<file path="src/rtl/uart_alu_interface.sv">
// Glue between the UART receiver/transmitter and the ALU: collects A, B and opcode bytes,
// registers them for the ALU, captures the result and requests one transmit per frame.
module uart_alu_interface #(
    parameter int unsigned NB_DATA = 8,
    parameter int unsigned NB_OP   = 6,
    parameter int unsigned TIMEOUT = 1000000
) (
    input  logic               i_clk,
    input  logic               i_reset,
    input  logic               i_rx_done,
    input  logic [NB_DATA-1:0] i_rx_data,
    input  logic               i_tx_done,
    input  logic [NB_DATA-1:0] i_alu_result,
    output logic [NB_DATA-1:0] o_data_a,
    output logic [NB_DATA-1:0] o_data_b,
    output logic [NB_OP-1:0]   o_opcode,
    output logic [NB_DATA-1:0] o_tx_data,
    output logic               o_tx_start,
    output logic               o_busy,
    output logic               o_timeout,
    output logic               o_overrun
);

    localparam int unsigned NbCnt = $clog2(TIMEOUT);
    localparam logic [NbCnt-1:0] CntLast = NbCnt'(TIMEOUT - 1);

    typedef enum logic [2:0] {
        StWaitA,
        StWaitB,
        StWaitOp,
        StCompute,
        StSend,
        StWaitTx
    } state_e;

    state_e             state_q, state_d;
    logic [NbCnt-1:0]   cnt_q, cnt_d;
    logic [NB_DATA-1:0] data_a_q, data_a_d;
    logic [NB_DATA-1:0] data_b_q, data_b_d;
    logic [NB_OP-1:0]   opcode_q, opcode_d;
    logic [NB_DATA-1:0] tx_data_q, tx_data_d;
    logic               timeout_q, timeout_d;
    logic               overrun_q, overrun_d;
    logic               busy;

    always_ff @(posedge i_clk) begin
        if (i_reset) begin
            state_q   <= StWaitA;
            cnt_q     <= '0;
            data_a_q  <= '0;
            data_b_q  <= '0;
            opcode_q  <= '0;
            tx_data_q <= '0;
            timeout_q <= 1'b0;
            overrun_q <= 1'b0;
        end else begin
            state_q   <= state_d;
            cnt_q     <= cnt_d;
            data_a_q  <= data_a_d;
            data_b_q  <= data_b_d;
            opcode_q  <= opcode_d;
            tx_data_q <= tx_data_d;
            timeout_q <= timeout_d;
            overrun_q <= overrun_d;
        end
    end

    assign busy = (state_q == StCompute) || (state_q == StSend) || (state_q == StWaitTx);

    always_comb begin
        state_d   = state_q;
        cnt_d     = '0;
        data_a_d  = data_a_q;
        data_b_d  = data_b_q;
        opcode_d  = opcode_q;
        tx_data_d = tx_data_q;
        timeout_d = 1'b0;
        overrun_d = overrun_q;

        unique case (state_q)
            StWaitA: begin
                if (i_rx_done) begin
                    data_a_d = i_rx_data;
                    state_d  = StWaitB;
                end
            end
            StWaitB: begin
                // A byte landing on the terminal count wins over the timeout.
                if (i_rx_done) begin
                    data_b_d = i_rx_data;
                    state_d  = StWaitOp;
                end else if (cnt_q == CntLast) begin
                    state_d   = StWaitA;
                    timeout_d = 1'b1;
                end else begin
                    cnt_d = cnt_q + NbCnt'(1);
                end
            end
            StWaitOp: begin
                if (i_rx_done) begin
                    opcode_d = i_rx_data[NB_OP-1:0];
                    state_d  = StCompute;
                end else if (cnt_q == CntLast) begin
                    state_d   = StWaitA;
                    timeout_d = 1'b1;
                end else begin
                    cnt_d = cnt_q + NbCnt'(1);
                end
            end
            StCompute: begin
                tx_data_d = i_alu_result;
                state_d   = StSend;
            end
            StSend: begin
                state_d = StWaitTx;
            end
            StWaitTx: begin
                if (i_tx_done) begin
                    state_d = StWaitA;
                end
            end
            default: begin
                state_d = StWaitA;
            end
        endcase

        // Bytes arriving while a result is in flight are dropped and flagged.
        if (busy && i_rx_done) begin
            overrun_d = 1'b1;
        end
    end

    assign o_data_a   = data_a_q;
    assign o_data_b   = data_b_q;
    assign o_opcode   = opcode_q;
    assign o_tx_data  = tx_data_q;
    assign o_tx_start = (state_q == StSend);
    assign o_busy     = busy;
    assign o_timeout  = timeout_q;
    assign o_overrun  = overrun_q;

endmodule

</file>
<file path="config.mk">
export PLATFORM = sky130hd
export DESIGN_NAME = uart_alu_interface
export DESIGN_NICKNAME = d
export VERILOG_FILES = /design/src/rtl/uart_alu_interface.sv
export SDC_FILE = /design/constraint.sdc
export NUM_CORES = 1
export LEC_CHECK = 0
export BUFFER_PORTS_ARGS = -buffer_cell sky130_fd_sc_hd__buf_2
export CORE_UTILIZATION = 45
export CTS_CLUSTER_DIAMETER = 60
export CTS_CLUSTER_SIZE = 12
export DETAILED_ROUTE_END_ITERATION = 6
export PLACE_DENSITY = 0.71
export SYNTH_ARGS = -nofsm -noshare
export SYNTH_HDL_FRONTEND = slang
export SYNTH_SLANG_ARGS = --single-unit
</file>
<file path="constraint.sdc">
create_clock -name i_clk -period 1.75 [get_ports i_clk]
set_clock_uncertainty 0.2 [all_clocks]
set_input_delay 0.175 -clock i_clk [delete_from_list [all_inputs] [get_ports i_clk]]
set_output_delay 0.175 -clock i_clk [all_outputs]
set_load 0.03 [all_outputs]
</file>
---- Word level (Yosys, flattened, before mapping) ----
Cells that the tools add are included.
word-level totals
  bits in registers ....................... 55
  word-level logic and storage cells ...... 36
  output and inout port bits .............. 34
cells by class
  reductions and logical operators ........ 11
  $add $sub $neg .......................... 1
  equal/unequal tests ..................... 8
  bitwise logic cells ..................... 1
  multiplexer cells ....................... 7
operator list
  operator               number
  $add 20x1->20 const B  1
  $eq 20x20->1 const B   1
  $pmux 3 s6             1
  $mux 3                 5
  $reduce_and 2->1       4
  $eq 3x2->1 const B     2
  $eq 3x3->1 const B     2
  $ne 2x2->1 const B     2
  $reduce_or 4->1        1
  $eq 3x1->1 const B     1
  $logic_not 3->1        1
  $reduce_or 3->1        1
  $logic_or 1x1->1       2
  $reduce_or 2->1        1
  $logic_and 1x1->1      1
  $mux 1                 1
  $not 1->1              1

---- Logic depth before layout (Yosys ltp) ----
  depth in word-level cells ............... 4
  depth in mapped cells ................... 6

---- Worst setup path before layout ----
Ideal clock, no wire load.
  kind .................................... reg-to-reg
  start ................................... reg cnt_q[0]
  end ..................................... reg cnt_q[18]
  arrival time ............................ 1.549 ns
  buffers on the path ..................... 1
  library setup time ...................... 0.125 ns
  cell stages (with the launch flop) ...... 7
  period minus slack after synthesis ...... 1.875 ns
  setup slack ............................. -0.125 ns
  data required time ...................... 1.425 ns
  cells stage by stage .................... dfxtp_1 ha_1 nand2_1 or4_4 o21ai_2 buf_6 a21oi_1
on the way
  cells in the longest elaborated chain, start to end .. 2
  elaborated cells on any way between the ends .. 3
  those cells by class .................... 1 x add/sub; 1 x eq/ne; 1 x reduce/logical
RTL lines
  element                                                line  text
  start: declaration                                     37    logic [NbCnt-1:0] cnt_q, cnt_d;
  start signal: assignment                               58    cnt_q <= cnt_d;
  branches (longest 2 deep; another with $add 20x1->20)  n/a
Parallel ways; which one is timed is not known.
A chain may end at the register's enable or synchronous reset.

---- Worst setup path in the final report ----
  start ................................... reg cnt_q[1]
  end ..................................... reg cnt_q[18]
The elaborated chain is that of the path after synthesis.

==> results.json <==
{
  "portBuffers": 53,
  "drive_gt1_share_pct": 34.6,
  "clockPowerShare_pct": 30.6,
  "power.density_mw_per_mm2": 763,
  "grt_setup_unrepaired": "true",
  "antenna_cells": 0,
  "max_cap_violations": 0,
  "yosysTopAreaCellShare_pct": 48.4,
  "ioPinCount": 54,
  "p_leak_nw": 1.36,
  "grt_usage_pct": 21.2,
  "crit_slowest_cell": "or4_4",
  "placed_area_mm2": 0.00288,
  "syn_avg_cell_area_um2": 9.21,
  "drtAntennaViolNets": 0,
  "cts.sinks": 55,
  "crit_required_ns": 1.76,
  "worstSetupEndpointType": "flop",
  "die_w_um": 73.1,
  "min_path_type": "in2reg",
  "drt_iter0_drc": 94,
  "post-route-min-period_ns": 1.85,
  "final_max_slew_viol_count": 0,
  "path_cells": "ha_4, nand2_1, or4_4, o21ai_4, buf_12, a21oi_1",
  "die_h_um": 73.1,
  "layout_setup_ws_ns": -0.0987,
  "hold_violations": 0,
  "wl_per_cell_um": 13.0,
  "startpoint_type": "flop",
  "cts_setup_buffers": 0,
  "ctsLongestPathBuffers": 2,
  "grt_pass1_vias": 1973,
  "setup_viol": 21,
  "clock-root-buffer": "clkbuf_8",
  "max_slew_margin_pct": 74.4,
  "violations": "setup timing",
  "ir_worst_vdd_mv": 0.482,
  "die_area_mm2": 0.00535,
  "dp_hpwl_mm": 3.43,
  "crit_type": "reg2reg",
  "antenna_found_initial": 0,
  "critPathMaxStageDelay_ns": 0.57,
  "internal_power_mw": 1.75,
  "final_util_pct": 66.5,
  "outcome": "complete, but fails checks",
  "fin_area_mm2": 0.00318,
  "timing.setup.tns_ns": -1.77,
  "syn_inst": 247,
  "viasPerCell": 4.95,
  "yosysTopAreaCell": "dfxtp_1",
  "initial_core_util_pct": 47.6,
  "placementRows": 25,
  "via_count": 2063,
  "synthesis.nets": 268,
  "clk_pin_slew_worst_paths_ns": 0.11,
  "cts_tree": "done",
  "power_switching_mw": 0.683,
  "cts-htree-levels": 2,
  "cp_top_family": "simple AND/OR/NAND/NOR gates",
  "cts_buffers": 5,
  "syn-cell-area_mm2": 0.00228,
  "gp_congestion": 0.820,
  "max_clock_freq_mhz": 541,
  "seqPwrFrac_pct": 54.3,
  "pwr-share-comb_pct": 15.1,
  "core_area_mm2": 0.00479,
  "insertion_delay_ns": 0.32,
  "critPathMaxFanout": 20,
  "synth_cell_types": 41,
  "wl_mm": 5.40,
  "critPathBufInv": 1,
  "final_nets": 370,
  "grt_pass1_wl_mm": 8.69,
  "drtPass1Iterations": 4,
  "grt_max_degree": 35,
  "ys_ff_latch": 55,
  "areaGrowthSynthToFinish_pct": 39.9,
  "drc": 0,
  "ys.warnings.count": 0,
  "synthTopCellsByArea": "dfxtp_1, mux2i_1, nor2_1, nand2_1, a21oi_1",
  "tightest_slew_ns": 0.381,
  "swShare_pct": 28.1,
  "fin_crit_sh_pct": 106,
  "grt_overflow_total": 0,
  "crit_arrival_ns": 1.86,
  "ys_seq_area_share_pct": 48.4
}
==> sequential cells by signal, summed over array words and instances (netlist names) <==
| signal | flops |
|---|---|
| state_q | 3 |
| o_opcode | 6 |
| o_overrun | 1 |
| o_tx_data | 8 |
| cnt_q | 20 |
| o_data_a | 8 |
| o_data_b | 8 |
| o_timeout | 1 |
==> per-stage QoR <==
step                setup WS (ns)  hold WS, ns  power (mW)  instances
finish                    -0.0987        0.113        2.43        417
global route               -0.196        0.120        2.53        417
CTS                       -0.0971       0.0795        2.44        417
detailed placement        -0.0910        0.211        1.67        391
global placement          -0.0605        0.206        1.67        391
floorplan                 -0.0358        0.111        1.56        247
==> power groups by stage <==
stage	clock [mW]	sequential [mW]	combinational [mW]
CTS	0.763	1.32	0.358
global placement	0	1.34	0.321
global route	0.805	1.32	0.398
floorplan	0	1.41	0.150
detailed placement	0	1.35	0.325
finish	0.742	1.32	0.368
==> worst reg2reg max path, delay by kind of cell, from the launching register on <==
| family | cells | cell delay (ns) |
|---|---|---|
| buffers and inverters | 1 | 0.18 |
| AO/OA/AOI/OAI | 2 | 0.21 |
| AND/OR/NAND/NOR | 2 | 0.65 |
| adder cells (fa/ha/maj) | 1 | 0.14 |
| flip-flops | 1 | 0.36 |
==> worst paths after layout <==
path | depth (start not counted) | start | to | slack, ns
hold / removal | 4 | i_reset | o_timeout | 0.11
hold reg to reg | 2 | o_data_a[7] | o_data_a[7] | 0.26
setup reg to reg | 6 | cnt_q[1] | cnt_q[18] | -0.1
setup / recovery | 6 | cnt_q[1] | cnt_q[18] | -0.1
==> placed cells by master, fill, tap and decap left out, types with 2 or more instances in the layout <==
cell type / Yosys / routed
nor2_1: 40 / 40
mux2i_1: 22 / 21
nand2b_1: 3 / 2
or4_1: 3 / 3
o21ai_0: 4 / 3
dfxtp_2: 0 / 4
buf_4: 0 / 34
buf_2: 2 / 52
nor4_1: 3 / 3
nand3b_1: 2 / 2
dlygate4sd3_1: 0 / 18
clkbuf_8: 0 / 5
nor4b_1: 3 / 3
or3_2: 2 / 2
nor3_1: 2 / 2
a21oi_1: 18 / 14
inv_1: 2 / 2
dfxtp_1: 55 / 49
and2_1: 2 / 2
nand3_1: 10 / 10
or3_1: 2 / 2
xor2_1: 9 / 9
buf_12: 0 / 2
o31ai_1: 3 / 3
a21oi_2: 0 / 4
xnor2_1: 4 / 4
nand4_1: 4 / 4
nand2_1: 25 / 25
dfxtp_4: 0 / 2
and3_1: 2 / 2
==> metal layers <==
metal | routed length [µm] | track usage (%) | vias to the layer above
met2 | 2590 | 35.0 | 49
met5 | 0 | 0 | -
li1 | - | - | 1052
met3 | 176 | 4.42 | 20
met1 | 2440 | 25.5 | 942
met4 | 195 | 12.2 | 0
==> synthesized netlist by cell type, drive strengths merged <==
master / n
a2111oi: 1
a211oi: 1
a21o: 1
a21oi: 18
and2: 3
and3: 3
and4: 1
buf: 8
clkbuf: 4
dfxtp: 55
ha: 1
inv: 2
mux2i: 22
nand2: 25
nand2b: 3
nand3: 10
nand3b: 2
nand4: 4
nor2: 41
nor2b: 1
nor3: 2
nor3b: 2
nor4: 3
nor4b: 3
o21ai: 5
o311ai: 1
o31ai: 3
or3: 4
or3b: 1
or4: 4
xnor2: 4
xor2: 9
==> cell type report <==
class | instances | area (µm²)
clock buffer | 5 | 68.8
clock inverter | 3 | 27.5
fill | 387 | 1600
inverter | 2 | 7.51
multi-input combinational | 178 | 1130
sequential | 55 | 1110
tap | 67 | 83.8
timing repair buffer | 107 | 747
==> kinds of logic after synthesis <==
group / count (synthesis) / share of synthesized area (%)
DFF: 55 / 48.4
AOI/OAI and AO/OA: 30 / 7.97
adders and majority gates: 1 / 0.550
xor gates and xnor gates: 13 / 5.00
muxes: 22 / 9.68
and+or+nand+nor: 112 / 24.7
buffers and inverters: 14 / 3.74
==> timing repair <==
action	CTS	global route
hold endpoints to repair	33	0
endpoints found under the setup margin	23	38
pin swaps	3	1
hold buffers	18	0
resized for setup	2	10
No activity file was read; power rests on OpenSTA's default activity.
